**src/rtl/keypad_row_scanner.sv**
```systemverilog
// 4x4 matrix keypad scanner: drives one row low per slot, samples the columns,
// debounces whole 16-key frames and derives paddle levels, start and new-key events.
module keypad_row_scanner #(
  parameter int CLK_DIV  = 8,
  parameter int DEBOUNCE = 3
) (
  input  logic        clk,
  input  logic        rst,
  input  logic [3:0]  kp_col,
  output logic [3:0]  kp_row,
  output logic [15:0] key_state,
  output logic        key_valid,
  output logic [3:0]  key_code,
  output logic        up1,
  output logic        down1,
  output logic        up2,
  output logic        down2,
  output logic        start
);

  localparam int PRE_W = (CLK_DIV > 1) ? $clog2(CLK_DIV) : 1;
  localparam int CNT_W = (DEBOUNCE > 1) ? $clog2(DEBOUNCE) : 1;
  localparam logic [PRE_W-1:0] PRE_LAST = PRE_W'(CLK_DIV - 1);
  localparam logic [CNT_W-1:0] CNT_MAX  = CNT_W'(DEBOUNCE - 1);

  logic [3:0]       col_meta_q;
  logic [3:0]       col_sync_q;
  logic [PRE_W-1:0] presc_q, presc_d;
  logic [1:0]       row_q, row_d;
  logic [15:0]      raw_q, raw_d;
  logic [15:0]      prev_q, prev_d;
  logic [CNT_W-1:0] stable_q, stable_d;
  logic [15:0]      key_state_q, key_state_d;
  logic             key_valid_q, key_valid_d;
  logic [3:0]       key_code_q, key_code_d;
  logic             start_q, start_d;

  logic             slot_end;
  logic             frame_done;
  logic [3:0]       col_pressed;
  logic [15:0]      frame;
  logic [15:0]      new_press;

  function automatic logic [3:0] lowest_index(input logic [15:0] v);
    logic [3:0] idx;
    idx = 4'd0;
    for (int i = 15; i >= 0; i--) begin
      if (v[i]) idx = 4'(i);
    end
    return idx;
  endfunction

  // Columns are asynchronous to clk; two flops before anything looks at them.
  always_ff @(posedge clk or negedge rst) begin
    if (!rst) begin
      col_meta_q <= 4'b1111;
      col_sync_q <= 4'b1111;
    end else begin
      col_meta_q <= kp_col;
      col_sync_q <= col_meta_q;
    end
  end

  always_comb begin
    slot_end    = (presc_q == PRE_LAST);
    frame_done  = slot_end && (row_q == 2'd3);
    col_pressed = ~col_sync_q;
    // The completed frame includes the row-3 sample being written this cycle.
    frame         = raw_q;
    frame[15:12]  = col_pressed;
    new_press     = frame & ~key_state_q;

    presc_d     = slot_end ? '0 : presc_q + 1'b1;
    row_d       = slot_end ? row_q + 2'd1 : row_q;
    raw_d       = raw_q;
    prev_d      = prev_q;
    stable_d    = stable_q;
    key_state_d = key_state_q;
    key_valid_d = 1'b0;
    key_code_d  = key_code_q;
    start_d     = 1'b0;

    if (slot_end) begin
      raw_d[{row_q, 2'b00} +: 4] = col_pressed;
    end

    if (frame_done) begin
      prev_d = frame;
      if (frame == prev_q) begin
        stable_d = (stable_q == CNT_MAX) ? stable_q : stable_q + 1'b1;
      end else begin
        stable_d = '0;
      end
      // Re-committing an unchanged frame is harmless: new_press is then zero.
      if (stable_d == CNT_MAX) begin
        key_state_d = frame;
        if (|new_press) begin
          key_valid_d = 1'b1;
          key_code_d  = lowest_index(new_press);
        end
        start_d = new_press[15];
      end
    end
  end

  always_ff @(posedge clk or negedge rst) begin
    if (!rst) begin
      presc_q     <= '0;
      row_q       <= 2'd0;
      raw_q       <= 16'd0;
      prev_q      <= 16'd0;
      stable_q    <= '0;
      key_state_q <= 16'd0;
      key_valid_q <= 1'b0;
      key_code_q  <= 4'd0;
      start_q     <= 1'b0;
    end else begin
      presc_q     <= presc_d;
      row_q       <= row_d;
      raw_q       <= raw_d;
      prev_q      <= prev_d;
      stable_q    <= stable_d;
      key_state_q <= key_state_d;
      key_valid_q <= key_valid_d;
      key_code_q  <= key_code_d;
      start_q     <= start_d;
    end
  end

  assign kp_row    = ~(4'b0001 << row_q);
  assign key_state = key_state_q;
  assign key_valid = key_valid_q;
  assign key_code  = key_code_q;
  assign start     = start_q;

  // Opposing keys of a pair cancel each other out.
  assign up1   = key_state_q[0] & ~key_state_q[4];
  assign down1 = key_state_q[4] & ~key_state_q[0];
  assign up2   = key_state_q[3] & ~key_state_q[7];
  assign down2 = key_state_q[7] & ~key_state_q[3];

endmodule

```
**config.mk**
```make
export PLATFORM = sky130hd
export DESIGN_NAME = keypad_row_scanner
export DESIGN_NICKNAME = d
export VERILOG_FILES = /design/src/rtl/keypad_row_scanner.sv
export SDC_FILE = /design/constraint.sdc
export NUM_CORES = 1
export LEC_CHECK = 0
export BUFFER_PORTS_ARGS = -buffer_cell sky130_fd_sc_hd__buf_2
export CAP_MARGIN = 20
export CELL_PAD_IN_SITES_DETAIL_PLACEMENT = 1
export CELL_PAD_IN_SITES_GLOBAL_PLACEMENT = 1
export CORE_ASPECT_RATIO = 1.4
export CORE_MARGIN = 2
export CORE_UTILIZATION = 49
export DETAILED_ROUTE_END_ITERATION = 8
export PLACE_DENSITY_LB_ADDON = 0.15
export SLEW_MARGIN = 0
export SYNTH_ARGS = -nofsm -noshare
export SYNTH_HDL_FRONTEND = slang
export SYNTH_SLANG_ARGS = --single-unit
export TNS_END_PERCENT = 1
```
**constraint.sdc**
```tcl
create_clock -name clk -period 7.28 [get_ports clk]
set_input_delay 0.728 -clock clk [delete_from_list [all_inputs] [get_ports clk]]
set_output_delay 0.728 -clock clk [all_outputs]
set_load 0.02 [all_outputs]
```
# After elaboration in Yosys (flattened, before gate mapping)
# Index checks and enable logic that the tools add are counted.
# W data, S select, Z words.
[totals]
reg_bits = 69
output_inout_bits = 30
wordCells = 65
[op_classes]
addsub = 4
n_eq_ne = 5
n_shift = 3
n_mux = 26
n_bitwise = 12
n_reduce_logical = 4
[op_table]
columns = ["operator", "n"]
rows = [
  ["$mux W4", 16],
  ["$and A16 B16 Y16", 1],
  ["$bwmux W16", 1],
  ["$eq A16 B16 Y1", 1],
  ["$not A16 Y16", 1],
  ["$reduce_or A16 Y1", 1],
  ["$shift A4 B6 Y16 const A", 1],
  ["$shiftx A4 B6 Y16", 1],
  ["$not A4 Y4", 2],
  ["$eq A2 B2 Y1 const B", 3],
  ["$mux W2", 3],
  ["$neg A4 Y6", 1],
  ["$mux W1", 5],
  ["$add A2 B1 Y2 const B", 2],
  ["$and A1 B1 Y1", 4],
  ["$not A1 Y1", 4],
  ["$shl A1 B2 Y4 const A", 1],
  ["$add A3 B1 Y3 const B", 1],
  ["$eq A3 B3 Y1 const B", 1],
  ["$mux W3", 1],
  ["$reduce_and A3 Y1", 1],
  ["$reduce_and A2 Y1", 1],
  ["$logic_and A1 B1 Y1", 1],
]

# Logic depth before layout (Yosys ltp)
# Gate-level depths: netlist (run 1).
[depth]
depth_word = 18
mapped_depth = 10
ltp_nobuf = 8

# Least setup slack after synthesis (run 1)
# OpenSTA, ideal clock, no wires.
[synth_path]
path_kind = "reg2reg"
from = "register col_sync_q[0]"
to = "register key_state_q[11] (netlist: key_state[11])"
arrival_ps = 2219
setup_slack_ps = 4933
stages_incl_launch_ff = 8
path_buffers = 2
cell_sequence = "dfstp_2 buf_4 xor2_2 nand4_1 or4_4 nor4_4 buf_6 mux2_1"
[synth_between]
elab_chain_len = 6
[synth_lines]
columns = ["element", "line", "source"]
rows = [
  ["from (decl)", "27", "logic [3:0] col_sync_q;"],
  ["from (signal assigned)", "60", "col_sync_q <= col_meta_q;"],
  ["$not A4 Y4", "67", "col_pressed = ~col_sync_q;"],
  ["$eq A16 B16 Y1", "89", "if (frame == prev_q) begin"],
  ["$mux W2", "89", ""],
  ["$mux W2", "87", "if (frame_done) begin"],
  ["$eq A2 B2 Y1", "95", "if (stable_d == CNT_MAX) begin"],
  ["$reduce_and A2 Y1 (no source line)", "-", ""],
  ["to (signal assigned)", "123", "key_state_q <= key_state_d;"],
  ["to (decl)", "33", "logic [15:0] key_state_q, key_state_d;"],
]
# Every way passes these cells. The select of a mux whose other input is x is not followed.
# A chain may end at the register's enable or synchronous reset.

# Worst setup path after layout (run 1)
[layout_path]
from = "register presc_q[0]"
to = "register key_code_q[2] (netlist: key_code[2])"
[layout_between]
elab_chain_len = 3
[layout_lines]
columns = ["element", "line", "source"]
rows = [
  ["from (decl)", "28", "logic [PRE_W-1:0] presc_q, presc_d;"],
  ["from (signal assigned)", "118", "presc_q <= presc_d;"],
  ["$eq A3 B3 Y1", "65", "slot_end = (presc_q == PRE_LAST);"],
  ["$logic_and A1 B1 Y1", "66", "frame_done = slot_end && (row_q == 2'd3);"],
  ["$reduce_and A3 Y1 (no source line)", "-", ""],
  ["to (signal assigned)", "125", "key_code_q <= key_code_d;"],
  ["to (decl)", "35", "logic [3:0] key_code_q, key_code_d;"],
]
# Every way passes these cells.

==> run_results.csv, run 1 <==
group,metric,value,unit
detailed_routing,drt_pass1_iterations,4,
sta,post-route-min-period,3.10,ns
synthesis,yosysMostFrequentCell,"dfrtp_1",
setup_path,crit_family,"simple AND/OR/NAND/NOR gates",
floorplan,core_area,0.00586,mm^2
synthesis,synth_ff_type,"dfrtp_1",
clock_tree,clkTransAtPathRegs,0.07,ns
clock_tree,cts_resized,0,
flow_run,maxCapViolCount,0,
pwr,powerDensity,230,mW/mm^2
synthesis,avgSynthCellArea,11.2,um^2
finish,antenna_cells,0,
setup_path,critPathRequiredTime,7.50,ns
clock_tree,clock_sinks,65,
min_path,min_path_cells,0,
setup_path,path_class,"register to register",
sta,hold_viol_final,0,
finish,final_cell_count_no_fill,382,
setup_path,rr_worst_depth,9,
floorplan,rows,33,
clock_tree,post-cts-setup-buffer-count,0,
sta,slew_headroom,44.3,%
setup_path,r2r-start,"presc_q[0]",
synthesis,synth_edf_count,0,
setup_path,worst_ep_arrival_time,3.32,ns
place,place.port_buffers,35,
run_status,status,"finished, final reports clean",
place,place_ws,4.16,ns
setup_path,slowest_stage,"nand2_1",
detailed_routing,wl,6720,um
synthesis,ys_ff_latch,65,
synthesis,synth_area_leaders,"dfrtp_1 48%, dfstp_2 7.1%, mux2_2 5.3%, nand2_1 4.4%, ha_1 3.4%",
floorplan,pin_count,36,
detailed_routing,wl_per_cell,17.6,um
clock_tree,cts_max_level,3,
place,hpwl,4740,um
sta,setup_tns,0,ns
synthesis,syn_inst,267,
floorplan,die_y,96.3,um
detailed_routing,vias,2087,
synthesis,ys_top_cells_by_count,"57 x dfrtp_1, 35 x nand2_1, 18 x inv_1, 14 x mux2_2, 13 x o21ai_0",
clock_tree,cts_root_buf,"clkbuf_8",
clock_tree,worstSkewPairLatency,0.34,ns
place,place_inst,366,
synthesis,ys_seq_area_share,54.9,%
clock_tree,clk_path_buf_depth,2,
grt,antenna_found_initial,0,
place,place_area,0.00321,mm^2
floorplan,die_w,69.9,um
synthesis,synth_area_leader_cell,"dfrtp_1",
min_path,worstHoldEndpoint,"col_sync_q[0]",
sta,tightest_slew,0.833,ns
min_path,worstHoldStart,"col_meta_q[0]",
synthesis,syn-cell-area,0.00298,mm^2
grt,overflow,0,
place,gp_congestion,0.807,
setup_path,crit_fanout,24,
sta,period_share,42.6,%
setup_path,worstReg2RegEnd,"key_code[2]",
min_path,min_path_type,"register to register",
grt,grt_pass1_wl,10900,um
finish,drive_gt1_share,26.6,%
finish,syn_to_final_growth,15.9,%
setup_path,path_cells,"ha_1 -> ha_1 -> nand2_1 -> a221oi_1 -> nand2_1 -> nor4_4 -> buf_4 -> nand2_2 -> mux2_1",
detailed_routing,via_per_inst,5.46,
detailed_routing,drt_iter0_markers,76,
floorplan,start_util,50.8,%
grt,grt_pass1_vias,2127,
synthesis,synth.distinct_cells,44,
setup_path,cp-start-kind,"register",
pwr,ir_worst_vdd,0.159,mV
clock_tree,cts_buffers,9,
clock_tree,cts_hold_buf,0,
synthesis,ys_warn_count,0,
synthesis,synthArstFlopShare,100,%
finish,fin_area,0.00345,mm^2
setup_path,cp-end-kind,"register",
setup_path,critPathBufInv,1,
sta,slew_viol_final,0,
clock_tree,cts_tree,"done",
grt,grt_use_total,21.9,%
sta,clock_skew,0.00663,ns
setup_path,rrSetupSlack,4.18,ns
sta,layout_setup_ws,4.18,ns
synthesis,synth_top_area_share,47.9,%
sta,rsz0062_at_grt,"false",
setup_path,cpPeakStageDelay,0.55,ns
detailed_routing,drc,0,
synthesis,synth_nets,281,
detailed_routing,ant_nets,0,
finish,fin_util,58.9,%
finish,nets,321,
floorplan,die-area,0.00673,mm^2
grt,grt_max_degree,66,
pwr,p_leak,1.68,nW
sta,setup-violations-final,0,
sta,max_freq,323,MHz
[layout by cell type, fill, tap and decap left out, drive strengths merged, types with 3 or more instances in the layout]
cell and instances:
nor3 3, nor2b 9, bufinv 3, inv 18
o31ai 10, nand4 3, buf 37, dfstp 8
a21oi 9, clkbuf 10, nand2b 4, mux2i 3
mux2 22, xnor2 8, nor2 12, nor4 3
o21ai 13, dfrtp 57, nand2 36, xor2 8
nand3 5, ha 8, clkinv 3
[cell type report]
class,instances,area [um^2]
flip-flops and latches,65,1640
multi-input cells,176,1230
clock buffers,10,138
clock inverters,6,105
repair buffers,37,190
inverters,18,67.6
fillers,661,2410
well taps,70,87.6
[logic make-up (layout without fill, tap and decap cells)]
kind of cell,count (synthesis),count (layout),synth area share [%]
DFF,65,65,54.9
AOI/OAI and AO/OA,43,43,9.15
muxes,25,25,9.32
and+or+nand+nor,84,84,14.5
xor gates and xnor gates,16,16,4.95
adders and majority gates,8,8,3.36
buffers and inverters,26,71,3.82
[stage by stage]
| stage | hold slack [ns] | power [mW] |
|---|---|---|
| floorplan | 0.345 | 0.413 |
| global placement | 0.346 | 0.430 |
| detailed placement | 0.347 | 0.432 |
| CTS | 0.358 | 0.805 |
| global route | 0.360 | 0.823 |
| finish | 0.358 | 0.796 |
[layer usage]
| layer | wire length [um] | track usage (%) | vias up |
|---|---|---|---|
| li1 | - | - | 998 |
| met1 | 2670 | 25.3 | 1045 |
| met2 | 3730 | 40.2 | 34 |
| met3 | 179 | 3.25 | 10 |
| met4 | 131 | 10.4 | 0 |
| met5 | 0 | 0 | - |
[where the power goes]
part / switching [mW] / total [mW] / internal (mW)
sequential: 0.0138 / 0.387 / 0.373
combinational: 0.0218 / 0.0378 / 0.0160
clock: 0.136 / 0.371 / 0.235
total: 0.172 / 0.796 / 0.624
[worst max-delay path by stage]
stage | from | to | slack, ns | depth (start not counted)
floorplan | col_sync_q[0] | key_state[11] | 4.93 | 7
global placement | presc_q[0] | key_code[2] | 4.28 | 9
detailed placement | presc_q[0] | key_code[2] | 4.16 | 9
CTS | presc_q[0] | key_code[2] | 4.12 | 9
global route | presc_q[0] | key_code[2] | 3.80 | 9
finish | presc_q[0] | key_code[2] | 4.18 | 9
[sequential cells by signal, summed over array words and instances, names as in the netlist, 2 cells and up]
register and flops:
key_state 16, prev_q 16, raw_q 12, col_meta_q 4
col_sync_q 4, key_code 4, presc_q 3, row_q 2
stable_q 2
(Power assumes the default switching activity.)
==> run 2: changes to the inputs <==
--- a/config.mk
+++ b/config.mk
@@ -11,7 +11,7 @@
 export CELL_PAD_IN_SITES_GLOBAL_PLACEMENT = 1
 export CORE_ASPECT_RATIO = 1.4
 export CORE_MARGIN = 2
-export CORE_UTILIZATION = 49
+export CORE_UTILIZATION = 41
 export DETAILED_ROUTE_END_ITERATION = 8
 export PLACE_DENSITY_LB_ADDON = 0.15
 export SLEW_MARGIN = 0
==> constraint.sdc (replaced) <==
create_clock -name clk -period 2.55 [get_ports clk]
set_input_delay 0.255 -clock clk [delete_from_list [all_inputs] [get_ports clk]]
set_output_delay 0.255 -clock clk [all_outputs]
set_load 0.02 [all_outputs]
==> run 2 against run 1 <==
Compared with the run above:
- cell area is 5.2% higher
- clock power grew to 2.7 times the previous value
- critical endpoint is now key_state[1]
- routed wire length is 8.7% higher
- highest routed layer unchanged
- first-iteration DRC count is 25% lower
- sequential power grew to 2.8 times the previous value
- clock-buffer cell count stayed put
- die area is 18% higher
- global-route usage is 2.1 points lower
- utilization is 6.9 points lower
- critical path type unchanged
==> run_results.csv, run 2 (synthesis gave the netlist of run 1 again) <==
group,metric,value,unit
pwr,ir_worst_vdd,0.435,mV
sta,tightest_slew,0.819,ns
detailed_routing,drt_iter0_markers,57,
run_status,status,"finished, final reports clean",
setup_path,cp-startpoint,"col_sync_q[0]",
floorplan,rows,36,
clock_tree,clk_path_buf_depth,2,
setup_path,crit_end,"key_state[1]",
finish,final_common_cell,"dfrtp_1",
finish,final_cell_mix,"57 x dfrtp_1, 35 x nand2_1, 35 x buf_2",
setup_path,cp-end-kind,"register",
sta,period_share,91.5,%
floorplan,core_area,0.00698,mm^2
clock_tree,clock_sinks,65,
setup_path,slowest_stage,"dfstp_2",
setup_path,cpPeakStageDelay,0.56,ns
grt,overflow,0,
setup_path,rr_worst_depth,6,
setup_path,rrSetupSlack,0.22,ns
floorplan,pin_count,36,
sta,max_freq,428,MHz
min_path,min_path_type,"primary input to asynchronous set/reset pin",
finish,nets,339,
clock_tree,cts_tree,"done",
clock_tree,cts_buffers,9,
detailed_routing,wl,7300,um
sta,layout_setup_ws,0.216,ns
setup_path,worst_ep_arrival_time,2.57,ns
floorplan,start_util,42.7,%
place,hpwl,5310,um
setup_path,crit_fanout,4,
pwr,powerDensity,616,mW/mm^2
clock_tree,clkTransAtPathRegs,0.07,ns
sta,setup_tns,0,ns
sta,whs,0.0876,ns
floorplan,die_y,105,um
detailed_routing,drt_pass1_iterations,4,
flow_run,maxCapViolCount,0,
setup_path,worstReg2RegEnd,"key_state[1]",
clock_tree,cts_root_buf,"clkbuf_8",
grt,grt_pass1_vias,2298,
sta,clock_skew,0.00990,ns
finish,syn_to_final_growth,22.0,%
sta,hold_viol_final,0,
sta,slew_viol_final,0,
clock_tree,cts_max_level,3,
grt,antenna_found_initial,0,
setup_path,critPathBufInv,1,
setup_path,path_class,"register to register",
setup_path,path_cells,"xor2_2 -> nand4_1 -> or4_4 -> nor4_4 -> buf_4 -> mux2_2",
place,place_ws,0.161,ns
setup_path,critPathRequiredTime,2.78,ns
detailed_routing,drc,0,
sta,post-route-min-period,2.33,ns
pwr,p_leak,1.76,nW
pwr,total_power,2.24,mW
finish,n_fill_cell,784,
grt,grt_max_degree,66,
sta,slew_headroom,45.4,%
floorplan,die-area,0.00798,mm^2
place,gp_congestion,0.841,
detailed_routing,vias,2143,
finish,antenna_cells,0,
place,place.port_buffers,35,
grt,grt_use_total,19.9,%
finish,final_cell_count_no_fill,425,
place,place_inst,405,
sta,setup-violations-final,0,
floorplan,die_w,76.1,um
clock_tree,worstSkewPairLatency,0.35,ns
setup_path,crit_family,"simple AND/OR/NAND/NOR gates",
setup_path,r2r-start,"col_sync_q[0]",
setup_path,crit_cells,6,
detailed_routing,via_per_inst,5.04,
grt,grt_pass1_wl,12100,um
detailed_routing,ant_nets,0,
detailed_routing,wl_per_cell,17.2,um
setup_path,cp-start-kind,"register",
finish,drive_gt1_share,29.7,%
sta,rsz0062_at_grt,"false",
run 2: how the worst min path moves through the flow:
stage,to,cells after the start,slack [ns]
after floorplan,key_code[0],0,-0.04
after CTS,raw_q[2],2,0.11
after detailed placement,col_sync_q[2],0,0.35
final,stable_q[1],2,0.09
after global routing,prev_q[5],2,0.16
after global placement,col_sync_q[2],0,0.35
run 2: where the power goes:
group          internal (mW)  total [mW]  switching [mW]  leakage (nW)
combinational         0.0591       0.141          0.0821         0.843
sequential              1.06        1.09          0.0278         0.806
clock                  0.580        1.01           0.427         0.113
total                   1.70        2.24           0.537          1.76
run 2: cell type report:
cell class                      instances  area [um^2]  area share [%]
Sequential cell                        65         1640            45.0
Multi-Input combinational cell        176         1240            34.0
Timing Repair Buffer                   55          348            9.57
Clock buffer                           10          138            3.79
Tap cell                               95          119            3.27
Clock inverter                          6         90.1            2.48
Inverter                               18         67.6            1.86
run 2: timing repair:
action / in CTS / in global routing
buffers inserted: 0 / 0
setup endpoints to repair: 0 / 8
hold buffers: 4 / 0
endpoints found under the hold margin: 4 / 0
resized for setup: 0 / 1
run 2: through the flow:
step,utilization [%],cell area [um^2]
after floorplan,-,2980
after global placement,48.1,3360
after detailed placement,48.1,3360
after CTS,52.0,3630
after global routing,52.1,3630
final,52.1,3630
run 2: per-layer routing:
metal	track usage (%)	vias to the layer above	routed length (um)
li1	-	1025	-
met1	22.1	1072	3000
met2	36.9	34	3940
met3	3.11	12	180
met4	9.35	0	173
met5	0	-	0
==> run 3: changes to the inputs <==
--- a/config.mk
+++ b/config.mk
@@ -7,11 +7,9 @@
 export LEC_CHECK = 0
 export BUFFER_PORTS_ARGS = -buffer_cell sky130_fd_sc_hd__buf_2
 export CAP_MARGIN = 20
-export CELL_PAD_IN_SITES_DETAIL_PLACEMENT = 1
-export CELL_PAD_IN_SITES_GLOBAL_PLACEMENT = 1
 export CORE_ASPECT_RATIO = 1.4
 export CORE_MARGIN = 2
-export CORE_UTILIZATION = 41
+export CORE_UTILIZATION = 52
 export DETAILED_ROUTE_END_ITERATION = 8
 export PLACE_DENSITY_LB_ADDON = 0.15
 export SLEW_MARGIN = 0
==> run 3 against run 2 <==
Compared with the run above:
- clock skew increased by 0.0060 ns
- die area decreased by 20%
- power decreased by 6.0%
- utilization increased by 12 points
- worst hold slack improved by 0.27 ns
- sequential share of layout area increased by 0.93 points
- clock-buffer cell count unchanged
- clock power decreased by 13%
- largest cell class unchanged
- critical path depth unchanged
==> run_results.csv, run 3 (synthesis gave the netlist of run 1 again) <==
group,metric,value,unit
run_status,status,"finished, final reports clean",
detailed_routing,drc,0,
flow_run,maxCapViolCount,0,
place,gp_congestion,0.843,
grt,grt_use_total,22.4,%
finish,nets,339,
detailed_routing,drt_iter0_markers,125,
grt,grt_max_degree,32,
pwr,p_leak,1.74,nW
sta,slew_headroom,54.8,%
finish,multi_input_area,0.00123,mm^2
sta,max_freq,429,MHz
place,place.port_buffers,35,
setup_path,cpPeakStageDelay,0.56,ns
finish,syn_to_final_growth,19.5,%
sta,hold_viol_final,0,
place,place_area,0.00331,mm^2
setup_path,critPathBufInv,1,
setup_path,cp-end-kind,"register",
setup_path,crit_family,"simple AND/OR/NAND/NOR gates",
detailed_routing,wl_per_cell,15.5,um
place,hpwl,4580,um
clock_tree,cts_max_level,3,
clock_tree,cts_root_buf,"clkbuf_8",
detailed_routing,wl,6160,um
sta,setup_tns,0,ns
clock_tree,clk_path_buf_depth,2,
floorplan,core_area,0.00553,mm^2
pwr,powerDensity,592,mW/mm^2
sta,setup-violations-final,0,
floorplan,die-area,0.00636,mm^2
floorplan,die_w,68.0,um
grt,overflow,0,
sta,clock_skew,0.0159,ns
place,place_inst,377,
setup_path,crit_fanout,14,
setup_path,critPathRequiredTime,2.78,ns
finish,fin_util,64.4,%
sta,whs,0.358,ns
floorplan,rows,32,
clock_tree,clkTransAtPathRegs,0.07,ns
clock_tree,post-cts-setup-buffer-count,0,
clock_tree,cts_buffers,9,
sta,tightest_slew,0.679,ns
setup_path,slowest_stage,"dfstp_2",
finish,final_cell_mix,"57 x dfrtp_1, 35 x nand2_1, 35 x buf_2",
setup_path,worst_ep_arrival_time,2.56,ns
finish,antenna_cells,0,
detailed_routing,drt_pass1_iterations,4,
sta,post-route-min-period,2.33,ns
clock_tree,worstSkewPairLatency,0.35,ns
finish,fin_area,0.00356,mm^2
floorplan,start_util,53.9,%
finish,regArea,0.00164,mm^2
clock_tree,cts_tree,"done",
finish,final_cell_count_no_fill,398,
finish,final_common_cell,"dfrtp_1",
clock_tree,clock_sinks,65,
detailed_routing,ant_nets,0,
detailed_routing,via_per_inst,5.36,
setup_path,path_cells,"xor2_2 -> nand4_1 -> or4_4 -> nor4_4 -> buf_4 -> mux2_1",
sta,rsz0062_at_grt,"false",
finish,n_fill_cell,468,
setup_path,cp-start-kind,"register",
setup_path,path_class,"register to register",
floorplan,pin_count,36,
sta,slew_viol_final,0,
grt,grt_pass1_vias,2157,
sta,period_share,91.4,%
detailed_routing,vias,2133,
min_path,min_path_type,"register to register",
grt,grt_pass1_wl,10300,um
pwr,ir_worst_vdd,0.462,mV
floorplan,die_y,93.6,um
grt,antenna_found_initial,0,
finish,drive_gt1_share,29.1,%
==> run 3: cell types whose count changed in the layout (fill, tap and decap cells not counted), sizes merged <==
cell	delta
dlygate4sd3	+1
buf	-1
bufinv	-1
clkinvlp	+2
clkinv	-1
==> run 3: repair_timing <==
action,CTS,global route
gates resized for setup,0,0
endpoints found under the hold margin,32,0
hold buffers,5,0
==> run 3: final cells by class <==
type | instances | share of cell area, %
clock inverter | 6 | 1.86
clock buffer | 10 | 3.87
tap | 68 | 2.39
multi-input combinational | 176 | 34.5
sequential | 65 | 46.0
timing repair buffer | 55 | 9.49
inverter | 18 | 1.90
==> run 3: power by group <==
| part | internal [mW] | switching [mW] | total, mW | leakage [nW] |
|---|---|---|---|---|
| Sequential | 1.07 | 0.0264 | 1.09 | 0.806 |
| Combinational | 0.0599 | 0.0752 | 0.135 | 0.836 |
| Clock | 0.479 | 0.401 | 0.880 | 0.0949 |
==> run 3: metrics by stage <==
step / setup slack [ns] / power (mW)
global placement: 0.186 / 1.24
detailed placement: 0.215 / 1.24
finish: 0.219 / 2.11
CTS: 0.201 / 2.13
global route: 0.100 / 2.20
floorplan: 0.203 / 1.18
==> run 3: final timing paths <==
| check | slack [ns] | cells after the start | to | from |
|---|---|---|---|---|
| hold reg to reg | 0.36 | 0 | col_sync_q[2] | col_meta_q[2] |
| setup / recovery | 0.22 | 6 | key_state[9] | col_sync_q[0] |
| min in group asynchronous | 0.48 | 2 | key_code[1] | rst |
| setup reg to reg | 0.22 | 6 | key_state[9] | col_sync_q[0] |
| max in group asynchronous | 1.26 | 3 | col_meta_q[2] | rst |
| hold / removal | 0.36 | 0 | col_sync_q[2] | col_meta_q[2] |
==> run 3: per-layer routing <==
layer	part of all wire (%)	GRT usage [%]
met5	0	0
met3	4.0	5.90
met4	1.7	8.17
met1	42	28.1
met2	53	36.6
